<file path="config.mk">
export PLATFORM = sky130hd
export DESIGN_NAME = load_store_unit
export DESIGN_NICKNAME = d
export VERILOG_FILES = /design/src/rtl/load_store_unit.sv
export SDC_FILE = /design/constraint.sdc
export NUM_CORES = 1
export LEC_CHECK = 0
export CAP_MARGIN = 15
export CORE_UTILIZATION = 43
export DETAILED_ROUTE_END_ITERATION = 10
export PLACE_DENSITY = 0.78
export SYNTH_ARGS = -nofsm -noshare
export SYNTH_HDL_FRONTEND = slang
export SYNTH_SLANG_ARGS = --single-unit
</file>
<file path="constraint.sdc">
create_clock -name clock_i -period 1.7 [get_ports clock_i]
set_input_delay 0.34 -clock clock_i [delete_from_list [all_inputs] [get_ports clock_i]]
set_output_delay 0.34 -clock clock_i [all_outputs]
set_load 0.05 [all_outputs]
</file>
<file path="src/rtl/load_store_unit.sv">
// rtl/load_store_unit.sv - byte-addressed load/store front end for a word-addressed data memory
// Sub-word stores run as read-modify-write; rejected requests never touch memory.
module load_store_unit #(
    parameter int MEM_ADDR_W = 7
) (
    input  logic                  clock_i,
    input  logic                  reset_n_i,
    input  logic                  req_valid_i,
    output logic                  req_ready_o,
    input  logic                  req_write_i,
    input  logic [1:0]            req_size_i,
    input  logic                  req_unsigned_i,
    input  logic [31:0]           req_addr_i,
    input  logic [31:0]           req_wdata_i,
    output logic                  resp_valid_o,
    output logic                  resp_error_o,
    output logic [31:0]           resp_rdata_o,
    output logic [MEM_ADDR_W-1:0] mem_address_o,
    output logic [31:0]           mem_write_data_o,
    output logic                  mem_write_o,
    output logic                  mem_read_o,
    input  logic [31:0]           mem_data_out_i
);

    localparam int AW = MEM_ADDR_W + 2;

    typedef enum logic [2:0] {
        S_IDLE,
        S_LOAD,
        S_STORE,
        S_RMW_RD,
        S_RMW_WR,
        S_RESP
    } state_t;

    state_t          state_q, state_d;
    logic [1:0]      size_q, size_d;
    logic            unsigned_q, unsigned_d;
    logic [AW-1:0]   addr_q, addr_d;
    logic [31:0]     wdata_q, wdata_d;
    logic [31:0]     merge_q, merge_d;
    logic [31:0]     rdata_q, rdata_d;
    logic            error_q, error_d;

    logic            req_err;
    logic [4:0]      shamt;
    logic [7:0]      lane_byte;
    logic [15:0]     lane_half;
    logic [31:0]     load_val;
    logic [31:0]     lane_mask;
    logic [31:0]     merge_val;

    assign req_err = (req_size_i == 2'b11)
                   | ((req_size_i == 2'b01) & req_addr_i[0])
                   | ((req_size_i == 2'b10) & (|req_addr_i[1:0]))
                   | (|(req_addr_i >> AW));

    // Half accesses are 2-byte aligned, so the byte shift also lands halfwords correctly.
    assign shamt     = {addr_q[1:0], 3'b000};
    assign lane_byte = 8'(mem_data_out_i >> shamt);
    assign lane_half = 16'(mem_data_out_i >> shamt);

    always_comb begin
        load_val = mem_data_out_i;
        case (size_q)
            2'b00:   load_val = unsigned_q ? {24'h0, lane_byte} : {{24{lane_byte[7]}}, lane_byte};
            2'b01:   load_val = unsigned_q ? {16'h0, lane_half} : {{16{lane_half[15]}}, lane_half};
            default: load_val = mem_data_out_i;
        endcase
    end

    assign lane_mask = (size_q == 2'b00) ? (32'h0000_00FF << shamt) : (32'h0000_FFFF << shamt);
    assign merge_val = (mem_data_out_i & ~lane_mask) | ((wdata_q << shamt) & lane_mask);

    always_comb begin
        state_d          = state_q;
        size_d           = size_q;
        unsigned_d       = unsigned_q;
        addr_d           = addr_q;
        wdata_d          = wdata_q;
        merge_d          = merge_q;
        rdata_d          = rdata_q;
        error_d          = error_q;
        req_ready_o      = 1'b0;
        resp_valid_o     = 1'b0;
        mem_read_o       = 1'b0;
        mem_write_o      = 1'b0;
        mem_write_data_o = 32'h0;
        case (state_q)
            S_IDLE: begin
                req_ready_o = 1'b1;
                if (req_valid_i) begin
                    size_d     = req_size_i;
                    unsigned_d = req_unsigned_i;
                    addr_d     = req_addr_i[AW-1:0];
                    wdata_d    = req_wdata_i;
                    if (req_err) begin
                        error_d = 1'b1;
                        rdata_d = 32'h0;
                        state_d = S_RESP;
                    end else if (!req_write_i) begin
                        state_d = S_LOAD;
                    end else if (req_size_i == 2'b10) begin
                        state_d = S_STORE;
                    end else begin
                        state_d = S_RMW_RD;
                    end
                end
            end
            S_LOAD: begin
                mem_read_o = 1'b1;
                rdata_d    = load_val;
                error_d    = 1'b0;
                state_d    = S_RESP;
            end
            S_STORE: begin
                mem_write_o      = 1'b1;
                mem_write_data_o = wdata_q;
                rdata_d          = 32'h0;
                error_d          = 1'b0;
                state_d          = S_RESP;
            end
            S_RMW_RD: begin
                mem_read_o = 1'b1;
                merge_d    = merge_val;
                state_d    = S_RMW_WR;
            end
            S_RMW_WR: begin
                mem_write_o      = 1'b1;
                mem_write_data_o = merge_q;
                rdata_d          = 32'h0;
                error_d          = 1'b0;
                state_d          = S_RESP;
            end
            S_RESP: begin
                resp_valid_o = 1'b1;
                state_d      = S_IDLE;
            end
            default: state_d = S_IDLE;
        endcase
    end

    always_ff @(posedge clock_i or negedge reset_n_i) begin
        if (!reset_n_i) begin
            state_q    <= S_IDLE;
            size_q     <= 2'b00;
            unsigned_q <= 1'b0;
            addr_q     <= '0;
            wdata_q    <= 32'h0;
            merge_q    <= 32'h0;
            rdata_q    <= 32'h0;
            error_q    <= 1'b0;
        end else begin
            state_q    <= state_d;
            size_q     <= size_d;
            unsigned_q <= unsigned_d;
            addr_q     <= addr_d;
            wdata_q    <= wdata_d;
            merge_q    <= merge_d;
            rdata_q    <= rdata_d;
            error_q    <= error_d;
        end
    end

    assign resp_rdata_o  = rdata_q;
    assign resp_error_o  = error_q;
    assign mem_address_o = addr_q[AW-1:2];

endmodule

</file>
==> impl_results.rst, run 1 <==
.. list-table::
   :header-rows: 1

   * - Metric
     - Value
   * - Count of endpoints failing setup in the final report
     - approximately 100
   * - Netlist area before placement
     - about 5700 um2
   * - Worst reg2reg startpoint
     - state_q[2]
   * - Clock transition at the register clock pins on the worst setup and hold paths after CTS
     - 70 ps
   * - Relative max-transition margin
     - 0.556
   * - Total routed wirelength
     - between 20000 and 25000 um
   * - Number of routed nets with antenna violations
     - 0
   * - Root buffer cell
     - clkbuf_16
   * - DRT iter0 DRCs
     - 669
   * - Count of buffer and inverter cells on the critical path
     - 3
   * - Vias
     - 6337
   * - Power Dens Cells
     - slightly below 2000 nW/um2
   * - Setup total negative slack
     - -15380 ps
   * - Ratio of cells with drive above 1 in the final layout
     - 0.350
   * - Layout Area Growth over Synthesis
     - 74.5%
   * - Cell family with the largest share of critical-path delay
     - buffers and inverters
   * - Required time of the critical path
     - about 1400 ps
   * - Final HPWL from detailed placement
     - 14000 um
   * - Die area
     - roughly 14000 um2
   * - Power consumption
     - a little under 20 mW
   * - Port Buffer Count
     - between 150 and 200
   * - Cell count after synthesis
     - 633
   * - Chip width
     - 118 um
   * - Worst R2R Path Depth
     - 9
   * - CP cell instances
     - nor3b_4 > buf_6 > clkbuf_16 > a22o_4 > buf_12
   * - Net count reported at finish
     - 970
   * - Nature of the critical path endpoint
     - output port
   * - Count of boundary I/O pins
     - roughly 180
   * - Setup WS pre-CTS
     - -442 ps
   * - Flops & latches, synth
     - roughly 110
   * - Count of yosys warnings during synthesis
     - 0
   * - Critical R2R Capture
     - wdata_q[13]
   * - Clock latency on the worst-skew pair
     - 360 ps
   * - Slew at the pin closest to its max-slew limit
     - 667 ps
   * - Tmin final
     - 2090 ps
   * - Leakage Power
     - 4.66 nW
   * - Fmax achieved
     - 479 MHz
   * - Wire length of the first global-routing pass
     - 32300 um
   * - Number of CTS-inserted buffers
     - 9
   * - Placed standard-cell area
     - 8580 um2
   * - Area of the core
     - 12800 um2
   * - Slowest cell on crit path
     - dfrtp_2
   * - Number of distinct standard cells referenced by the synthesized netlist
     - 40
   * - Final weighted congestion of routability-driven global placement
     - about 0.9
   * - Worst hold path class
     - input port to asynchronous set/reset pin
   * - Initial antenna violation count
     - 0
   * - Area of all sequential standard cells
     - 2810 um2
   * - Data arrival at the endpoint of the critical path
     - 1750 ps
   * - Worst hold-check slack
     - 304 ps
   * - Vias per cell
     - 6.06
   * - Count of placed standard cells including taps
     - 984
   * - Pre-antenna DRT Iters
     - 5
   * - Unrepaired setup endpoints after global routing
     - yes
   * - CTS tree
     - done
   * - Most used flip-flop cell after synthesis
     - dfrtp_1
   * - Final routed wire length divided by cell count
     - ~24 um
   * - Finished Cell Area
     - 10000 um2
   * - Setup skew after layout
     - 6.50 ps
   * - Number of enable flip-flop cells after synthesis
     - 0
   * - Crit-path max FO
     - 8
   * - Maximum single-stage delay on the critical path
     - 460 ps
   * - Sequential area share after synthesis
     - 0.488
   * - Global-route usage over all layers
     - 0.302
   * - Outcome
     - finished, violations left
   * - Count of filler cells inserted in the layout
     - 805
   * - Largest net degree at the start of global routing
     - 111
   * - Number of maximum-capacitance violations
     - 0
   * - Depth of the CTS H-tree
     - 3
   * - Post-route DRC violation count
     - 0
   * - Maximum root-to-sink buffer count
     - 2
   * - Initial standard-cell utilization of the core
     - 0.448
   * - Clock Sinks
     - 112
   * - Reg-to-reg slack, setup
     - -80 ps
   * - Die span in y
     - 118 um
   * - Count of non-filler cells in the finished layout
     - 1045
   * - Final design utilization
     - 0.781
   * - Share of flip-flops with an asynchronous set or reset after synthesis
     - 1.00
   * - Area of combinational cells with multiple inputs
     - 3360 um2
   * - Hold violation count in the final report
     - 0
   * - Mean area per synthesized cell
     - 9.07 um2
   * - Final WS setup
     - -389 ps
   * - Final Max Tran Viols
     - 0
   * - Sort of element at the start of the critical path
     - register
   * - Net count after synthesis
     - 736
   * - Number of core rows
     - 41
   * - Violations in the final reports
     - negative setup slack
   * - Portion of the clock cycle consumed by the worst path in the final layout
     - 1.23
   * - Maximum VDD drop
     - between 1 and 1.5 mV
   * - Vias in the first global route
     - 6021
   * - Type of the worst setup path
     - register to output port
   * - Total congestion overflow
     - 0
==> per-layer routing <==
metal | vias to the layer above | wire length (um) | global-route usage
li1 | 2700 | - | -
met1 | 3065 | 9140 | 0.383
met2 | 469 | 11700 | 0.509
met3 | 103 | 2730 | 0.0644
met4 | 0 | 1080 | 0.108
met5 | - | 0 | 0
==> logic make-up (layout without fill, tap and decap cells) <==
family | Yosys count | in the layout | share of synthesized area
xor gates and xnor gates | 1 | 1 | 0.00153
and+or+nand+nor | 255 | 255 | 0.184
AOI/OAI and AO/OA | 163 | 166 | 0.201
other | 0 | 1 | 0
muxes | 42 | 42 | 0.0771
DFF | 112 | 112 | 0.488
buffers and inverters | 60 | 296 | 0.0490
==> layout by cell type, fill, tap and decap left out, drive strengths merged, types with 8 or more instances in the layout <==
cell	n
nand2	190
buf	163
dfrtp	112
clkdlybuf4s50	98
o21ai	57
mux2i	33
a22o	32
nor2	28
clkbuf	23
o22ai	18
and2	9
mux2	8
o211ai	8
o41ai	8
==> power breakdown <==
part           internal, mW  total (mW)  switching (mW)
registers              3.43        4.27           0.837
logic                  6.01        13.3            7.26
clock network          1.23        2.23            1.00
==> sequential cells by signal, indices dropped and copies added (netlist names) <==
signal        cells
unsigned_q        1
wdata_q          32
resp_rdata_o     32
resp_error_o      1
merge_q          32
state_q           3
size_q            2
addr_q            9
==> cell usage after synthesis, drive strengths merged (9+ instances only) <==
cell type  count  area share
o22ai         18       0.020
clkbuf        35       0.023
nand2        190        0.12
and2           9       0.010
dfrtp        112        0.49
a22o          32       0.049
buf           21       0.024
nor2          28       0.019
mux2i         33       0.058
o21ai         57       0.050
==> final cells by class <==
type | count | area share
inverters | 4 | 0.00150
clock buffers | 12 | 0.0256
flip-flops and latches | 112 | 0.280
diodes | 1 | 0.000250
well taps | 172 | 0.0215
clock inverters | 4 | 0.00524
multi-input cells | 464 | 0.336
repair buffers | 276 | 0.330
==> worst max-delay path by stage <==
stage	cells past startpoint	startpoint	slack (ps)	endpoint
2_1_floorplan	6	addr_q[1]	-80	resp_rdata_o[20]
3_3_place_gp	6	mem_data_out_i[7]	-410	resp_rdata_o[31]
3_5_place_dp	6	mem_data_out_i[7]	-440	resp_rdata_o[27]
4_1_cts	5	state_q[1]	-360	mem_write_data_o[1]
5_1_grt	5	state_q[0]	-410	mem_write_data_o[13]
6_report	5	state_q[1]	-390	mem_write_data_o[6]
==> what timing repair did <==
item                                    in CTS  in global routing
hold buffers                                 1                  0
gates resized for setup                     41                 84
buffers inserted                            15                  8
hold endpoints to repair                     2                  0
pin swaps                                    9                 21
endpoints found under the setup margin      60                134
cloned                                       4                 20
Note: power is estimated with default switching activity, not from simulation.
==> run 2, diff against run 1 <==
--- a/config.mk
+++ b/config.mk
@@ -5,6 +5,7 @@
 export SDC_FILE = /design/constraint.sdc
 export NUM_CORES = 1
 export LEC_CHECK = 0
+export ABC_AREA = 0
 export CAP_MARGIN = 15
 export CORE_UTILIZATION = 43
 export DETAILED_ROUTE_END_ITERATION = 10
==> results of run 2 <==
The final DEF is identical to that of run 1; final timing and power are the same.
==> run 3, diff against run 2 <==
--- a/config.mk
+++ b/config.mk
@@ -9,6 +9,7 @@
 export CAP_MARGIN = 15
 export CORE_UTILIZATION = 43
 export DETAILED_ROUTE_END_ITERATION = 10
+export GPL_ROUTABILITY_DRIVEN = 0
 export PLACE_DENSITY = 0.78
 export SYNTH_ARGS = -nofsm -noshare
 export SYNTH_HDL_FRONTEND = slang
==> run 3 against run 2 <==
Compared with the run above: the flow still finishes with violations (negative setup slack); register-to-register slack worse by 180 ps; count of clock-buffer cells in the layout fell by 2; flip-flop and latch count unchanged; clock power rose by 5%; routed wire length rose by 12%.
==> impl_results.rst, run 3 (synthesis gave the netlist of run 1 again) <==
.. list-table::
   :header-rows: 1

   * - Metric
     - Value
   * - Power Dens Cells
     - 1980 nW/um2
   * - Finished Cell Area
     - 10400 um2
   * - Final Max Tran Viols
     - 0
   * - Placed standard-cell area
     - 8570 um2
   * - Commonest non-fill, non-tap cells in the layout
     - 124 x nand2_1, 110 x dfrtp_1, 99 x clkdlybuf4s50_1
   * - Area of combinational cells with multiple inputs
     - around 3600 um2
   * - Portion of the clock cycle consumed by the worst path in the final layout
     - 1.22
   * - Area of all sequential standard cells
     - 2810 um2
   * - Global-route usage over all layers
     - 0.318
   * - Wire length of the first global-routing pass
     - roughly 34000 um
   * - Total congestion overflow
     - 0
   * - Routed length on met3
     - between 3000 and 4000 um
   * - Reg-to-reg slack, setup
     - -260 ps
   * - DR top layer
     - met4
   * - Commonest non-fill, non-tap cell in the layout
     - nand2_1
   * - Final routed wire length divided by cell count
     - between 20 and 30 um
   * - Die area
     - around 14000 um2
   * - Depth of the CTS H-tree
     - 3
   * - Maximum single-stage delay on the critical path
     - approximately 400 ps
   * - Ratio of cells with drive above 1 in the final layout
     - 0.408
   * - Setup total negative slack
     - -26990 ps
   * - Critical R2R Capture
     - resp_rdata_o[22]
   * - Slowest cell on crit path
     - dfrtp_1
   * - Count of filler cells inserted in the layout
     - 707
   * - Setup skew after layout
     - 11.1 ps
   * - Fmax achieved
     - about 480 MHz
   * - Number of maximum-capacitance violations
     - 0
   * - Initial antenna violation count
     - 0
   * - Number of antenna diodes
     - 0
   * - Die span in y
     - 118 um
   * - Clock latency on the worst-skew pair
     - 370 ps
   * - CTS tree
     - done
   * - Area of the core
     - between 10000 and 15000 um2
   * - Largest net degree at the start of global routing
     - 47
   * - Slew at the pin closest to its max-slew limit
     - 620 ps
   * - Setup WS pre-CTS
     - -456 ps
   * - Outcome
     - finished, violations left
   * - Total routed wirelength
     - 27500 um
   * - Number of core rows
     - 41
   * - CP cell instances
     - buf_6 > nor3b_4 > buf_6 > buf_12 > a22o_4 > buf_12
   * - Root buffer cell
     - clkbuf_16
   * - Worst reg2reg startpoint
     - state_q[1]
   * - Hold violation count in the final report
     - 0
   * - Crit-path max FO
     - 5
   * - Chip width
     - ~120 um
   * - Number of routed nets with antenna violations
     - 0
   * - Port Buffer Count
     - 178
   * - Violations in the final reports
     - negative setup slack
   * - Data arrival at the endpoint of the critical path
     - 1740 ps
   * - Sort of element at the start of the critical path
     - register
   * - Relative max-transition margin
     - 0.582
   * - Power consumption
     - just over 20 mW
   * - Clock transition at the register clock pins on the worst setup and hold paths after CTS
     - approximately 70 ps
   * - Initial standard-cell utilization of the core
     - 0.448
   * - Nature of the critical path endpoint
     - output port
   * - Net count reported at finish
     - 978
   * - Tmin final
     - 2080 ps
   * - Final HPWL from detailed placement
     - 14200 um
   * - Count of non-filler cells in the finished layout
     - between 1000 and 1500
   * - Maximum root-to-sink buffer count
     - 2
   * - Number of CTS-inserted buffers
     - 9
   * - Worst hold path class
     - input port to asynchronous set/reset pin
   * - Vias in the first global route
     - between 6000 and 7000
   * - Count of endpoints failing setup in the final report
     - 121
   * - Layout Area Growth over Synthesis
     - 80.4%
   * - Detailed-route wire length on metal 1
     - 9290 um
   * - Required time of the critical path
     - 1360 ps
   * - Worst R2R Path Depth
     - 10
   * - Vias per cell
     - 6.36
   * - Type of the worst setup path
     - register to output port
   * - DRT iter0 DRCs
     - between 800 and 900
   * - Maximum VDD drop
     - 1.08 mV
   * - Post-route DRC violation count
     - 0
   * - Leakage Power
     - 4.92 nW
   * - Clock Sinks
     - approximately 110
   * - Count of placed standard cells including taps
     - 987
   * - Met2 WL
     - 12500 um
   * - Final WS setup
     - -378 ps
   * - Vias
     - 6693
   * - Pre-antenna DRT Iters
     - 6
   * - Count of boundary I/O pins
     - 179
   * - Unrepaired setup endpoints after global routing
     - yes
-- run 3: worst max-delay path, delay by kind of cell (launching register included) --
family          cells  cell delay [ps]
buf+inv             4              610
flops               1              390
simple gates        1              220
compound gates      1              160
-- run 3: final cells by class --
class                      count  area share
inverter                       4     0.00145
sequential                   112       0.271
clock buffer                  10      0.0221
timing repair buffer         284       0.327
multi-input combinational    464       0.349
clock inverter                 6     0.00894
tap                          172      0.0208
-- run 3: power breakdown --
part           switching [mW]  internal, mW
logic                    7.67          6.15
clock network            1.05          1.30
registers               0.866          3.43
total                    9.59          10.9
-- run 3: repair_timing --
action,in CTS,in global routing
endpoints found under the setup margin,72,129
pin swaps,22,53
endpoints found under the hold margin,30,0
hold buffers,1,0
cloned,9,16
gates resized for setup,58,139
buffers inserted,17,10
-- run 3: stage by stage --
stage                      util  hold WS, ps
after floorplan               -         44.4
after global placement    0.668          310
after detailed placement  0.668          324
after CTS                 0.736          493
after global routing      0.808          517
final                     0.808          484
-- run 3: worst max-delay path by stage --
stage	depth (start not counted)	end	startpoint	slack, ps
3_3_place_gp	6	resp_rdata_o[31]	mem_data_out_i[7]	-420
3_5_place_dp	6	resp_rdata_o[21]	mem_data_out_i[7]	-460
5_1_grt	6	mem_write_data_o[30]	state_q[1]	-400
2_1_floorplan	6	resp_rdata_o[20]	addr_q[1]	-80
6_report	6	mem_write_data_o[30]	state_q[1]	-380
4_1_cts	6	mem_write_data_o[3]	state_q[1]	-340
-- run 3: per-layer routing --
metal  track usage  vias to the layer above
li1              -                     2722
met1         0.385                     3144
met2         0.526                      628
met3        0.0940                      199
met4         0.139                        0
met5             0                        -
==> RTL change, RTL diff (flow settings as in run 1) <==
The parameter `MEM_ADDR_W` goes from 7 to 9.
--- a/src/rtl/load_store_unit.sv
+++ b/src/rtl/load_store_unit.sv
@@ -2,5 +2,5 @@
 // Sub-word stores run as read-modify-write; rejected requests never touch memory.
 module load_store_unit #(
-    parameter int MEM_ADDR_W = 7
+    parameter int MEM_ADDR_W = 9
 ) (
     input  logic                  clock_i,
Interface: changed (resized mem_address_o); port bits go from 179 to 181. The function was not compared with the original's and may differ.
==> RTL change against run 1 <==
- the run still ends with negative setup slack left
- hold slack better by 0.094 ns
- total power up 1.7%
- cell count up 5.4%
- sequential cell count up 2
- clock skew up 0.0040 ns
- largest cell class unchanged
- synthesized area up 7.1%
- via count up 0.54%
- cell area up 0.67%
- wire length down 3.6%
- setup slack worse by 0.033 ns
==> RTL change: results (changes against run 1) <==
r2r setup slk=-0.30 ns (-0.22 ns); met1 Usage GRT=37.1% (-1.2 points); Reg-to-Reg End=resp_rdata_o[14]; post-route setup slack=-0.422 ns (-0.0331 ns); Placed Instances=1025 (+4.2%); top cells by count, synth=nand2_1 (219), dfrtp_1 (114), mux2i_1 (40), o21ai_0 (40), a22o_1 (32); slew margin rel.=63.5% (+7.9 points); Place WS=-0.277 ns (+0.165 ns); Global Route Usage Sum=28.7% (-1.6 points); Crit path largest cell delay=0.39 ns (-0.07 ns); met2 usage=45.6% (-5.3 points); FF-to-FF Start=state_q[0]; CTS resizes=19 (-54%); share of cells above drive strength 1=31.5% (-3.5 points); Worst-path clk slew=0.05 ns (-0.02 ns); final estimated routing congestion in global placement=0.908 (+0.92%); port bufs=180 (+1.1%); Reg2Reg Depth=9 (unchanged); Int Power=0.0112 W (+5.1%); hpwl dp=13900 um (-0.39%); Post-CTS Setup Inserts=5 (-10); CP max stage cell=dfrtp_1; final setup TNS=-32.07 ns (-16.69 ns); post-synthesis sequential area ratio=46.4% (-2.4 points); area post-placement=0.00870 mm2 (+1.4%); hold slack=0.398 ns (+0.0945 ns); final setup vio count=118 (+16%); DRT Pass-1 Iters=6 (+1); DR WL met3=2130 um (-22%); Vias=6371 (+0.54%); vias in the first global route=5898 (-2.0%); Vias/cell=5.79 (-4.6%); sequential fraction of design power=21.3% (-0.3 points); clk_skew=0.0105 ns (+0.00401 ns); count of different cell masters after synthesis=46 (+15%); met3 GRT Util=7.72% (+1.3 points); crit path DAT=1.78 ns (+0.03 ns); clock-net power=0.00356 W (+60%); WL met2=11400 um (-1.8%); first-pass GRT wire length=31900 um (-1.2%); TritonCTS Buffers=17 (+8); Synth area leaders=dfrtp_1 (46%), nand2_1 (13%), mux2i_1 (6.5%); worst vdd ir=0.00109 V (-5.2%); CP top delay family=buffers and inverters; status=complete, but fails checks; 1st-iter DRT viols=741 (+11%); wl on met1=9280 um (+1.6%); DR WL/cell=21.5 um (-8.5%); Clock Latency Late Sink=0.42 ns (+0.06 ns); Leak=4.75 nW (+1.9%); failing checks=negative setup slack; pin count of the biggest net entering global routing=48 (-57%); initial antenna violation count=1 (+1); H-tree Lvls=4 (+1); Cells after Synth=670 (+5.8%); Syn Nets=773 (+5.0%)
-- RTL change: cell types whose count changed in the layout (fill, tap and decap cells not counted), moves of 8 or more --
| cell | run 1 | this run |
|---|---|---|
| a22o_2 | 0 | 21 |
| a22o_4 | 32 | 10 |
| nand2_1 | 171 | 216 |
| nand2_2 | 16 | 2 |
| o211ai_1 | 8 | 17 |
| o21ai_0 | 45 | 22 |
| o21ai_1 | 5 | 13 |
| o221ai_1 | 5 | 17 |
| o22ai_2 | 18 | 0 |
-- RTL change: cell type report --
type / count / area [um2]
diodes: 1 / 2.50
well taps: 180 / 225
fillers: 951 / 3840
flip-flops and latches: 114 / 2860
repair buffers: 274 / 3190
inverters: 11 / 41.3
multi-input cells: 490 / 3190
clock inverters: 10 / 108
clock buffers: 21 / 480
-- RTL change: worst max path at each step --
| stage | depth (start not counted) | start | end | slack, ns |
|---|---|---|---|---|
| 6_report | 6 | state_q[1] | mem_write_data_o[19] | -0.42 |
| 5_1_grt | 6 | state_q[1] | mem_write_data_o[0] | -0.46 |
| 4_1_cts | 5 | state_q[0] | mem_write_data_o[1] | -0.39 |
| 3_5_place_dp | 5 | req_addr_i[18] | resp_rdata_o[26] | -0.28 |
| 3_3_place_gp | 5 | req_addr_i[12] | resp_error_o | -0.24 |
| 2_1_floorplan | 7 | state_q[0] | resp_rdata_o[18] | -0.12 |
-- RTL change: logic make-up (layout without fill, tap and decap cells) --
logic type	after synthesis	count (layout)	synth area share, %
DFF	114	114	46.4
other	0	1	0
muxes	48	48	7.97
xor gates and xnor gates	1	1	0.142
AOI/OAI and AO/OA	155	160	19.2
and+or+nand+nor	280	281	19.1
buffers and inverters	72	316	7.24
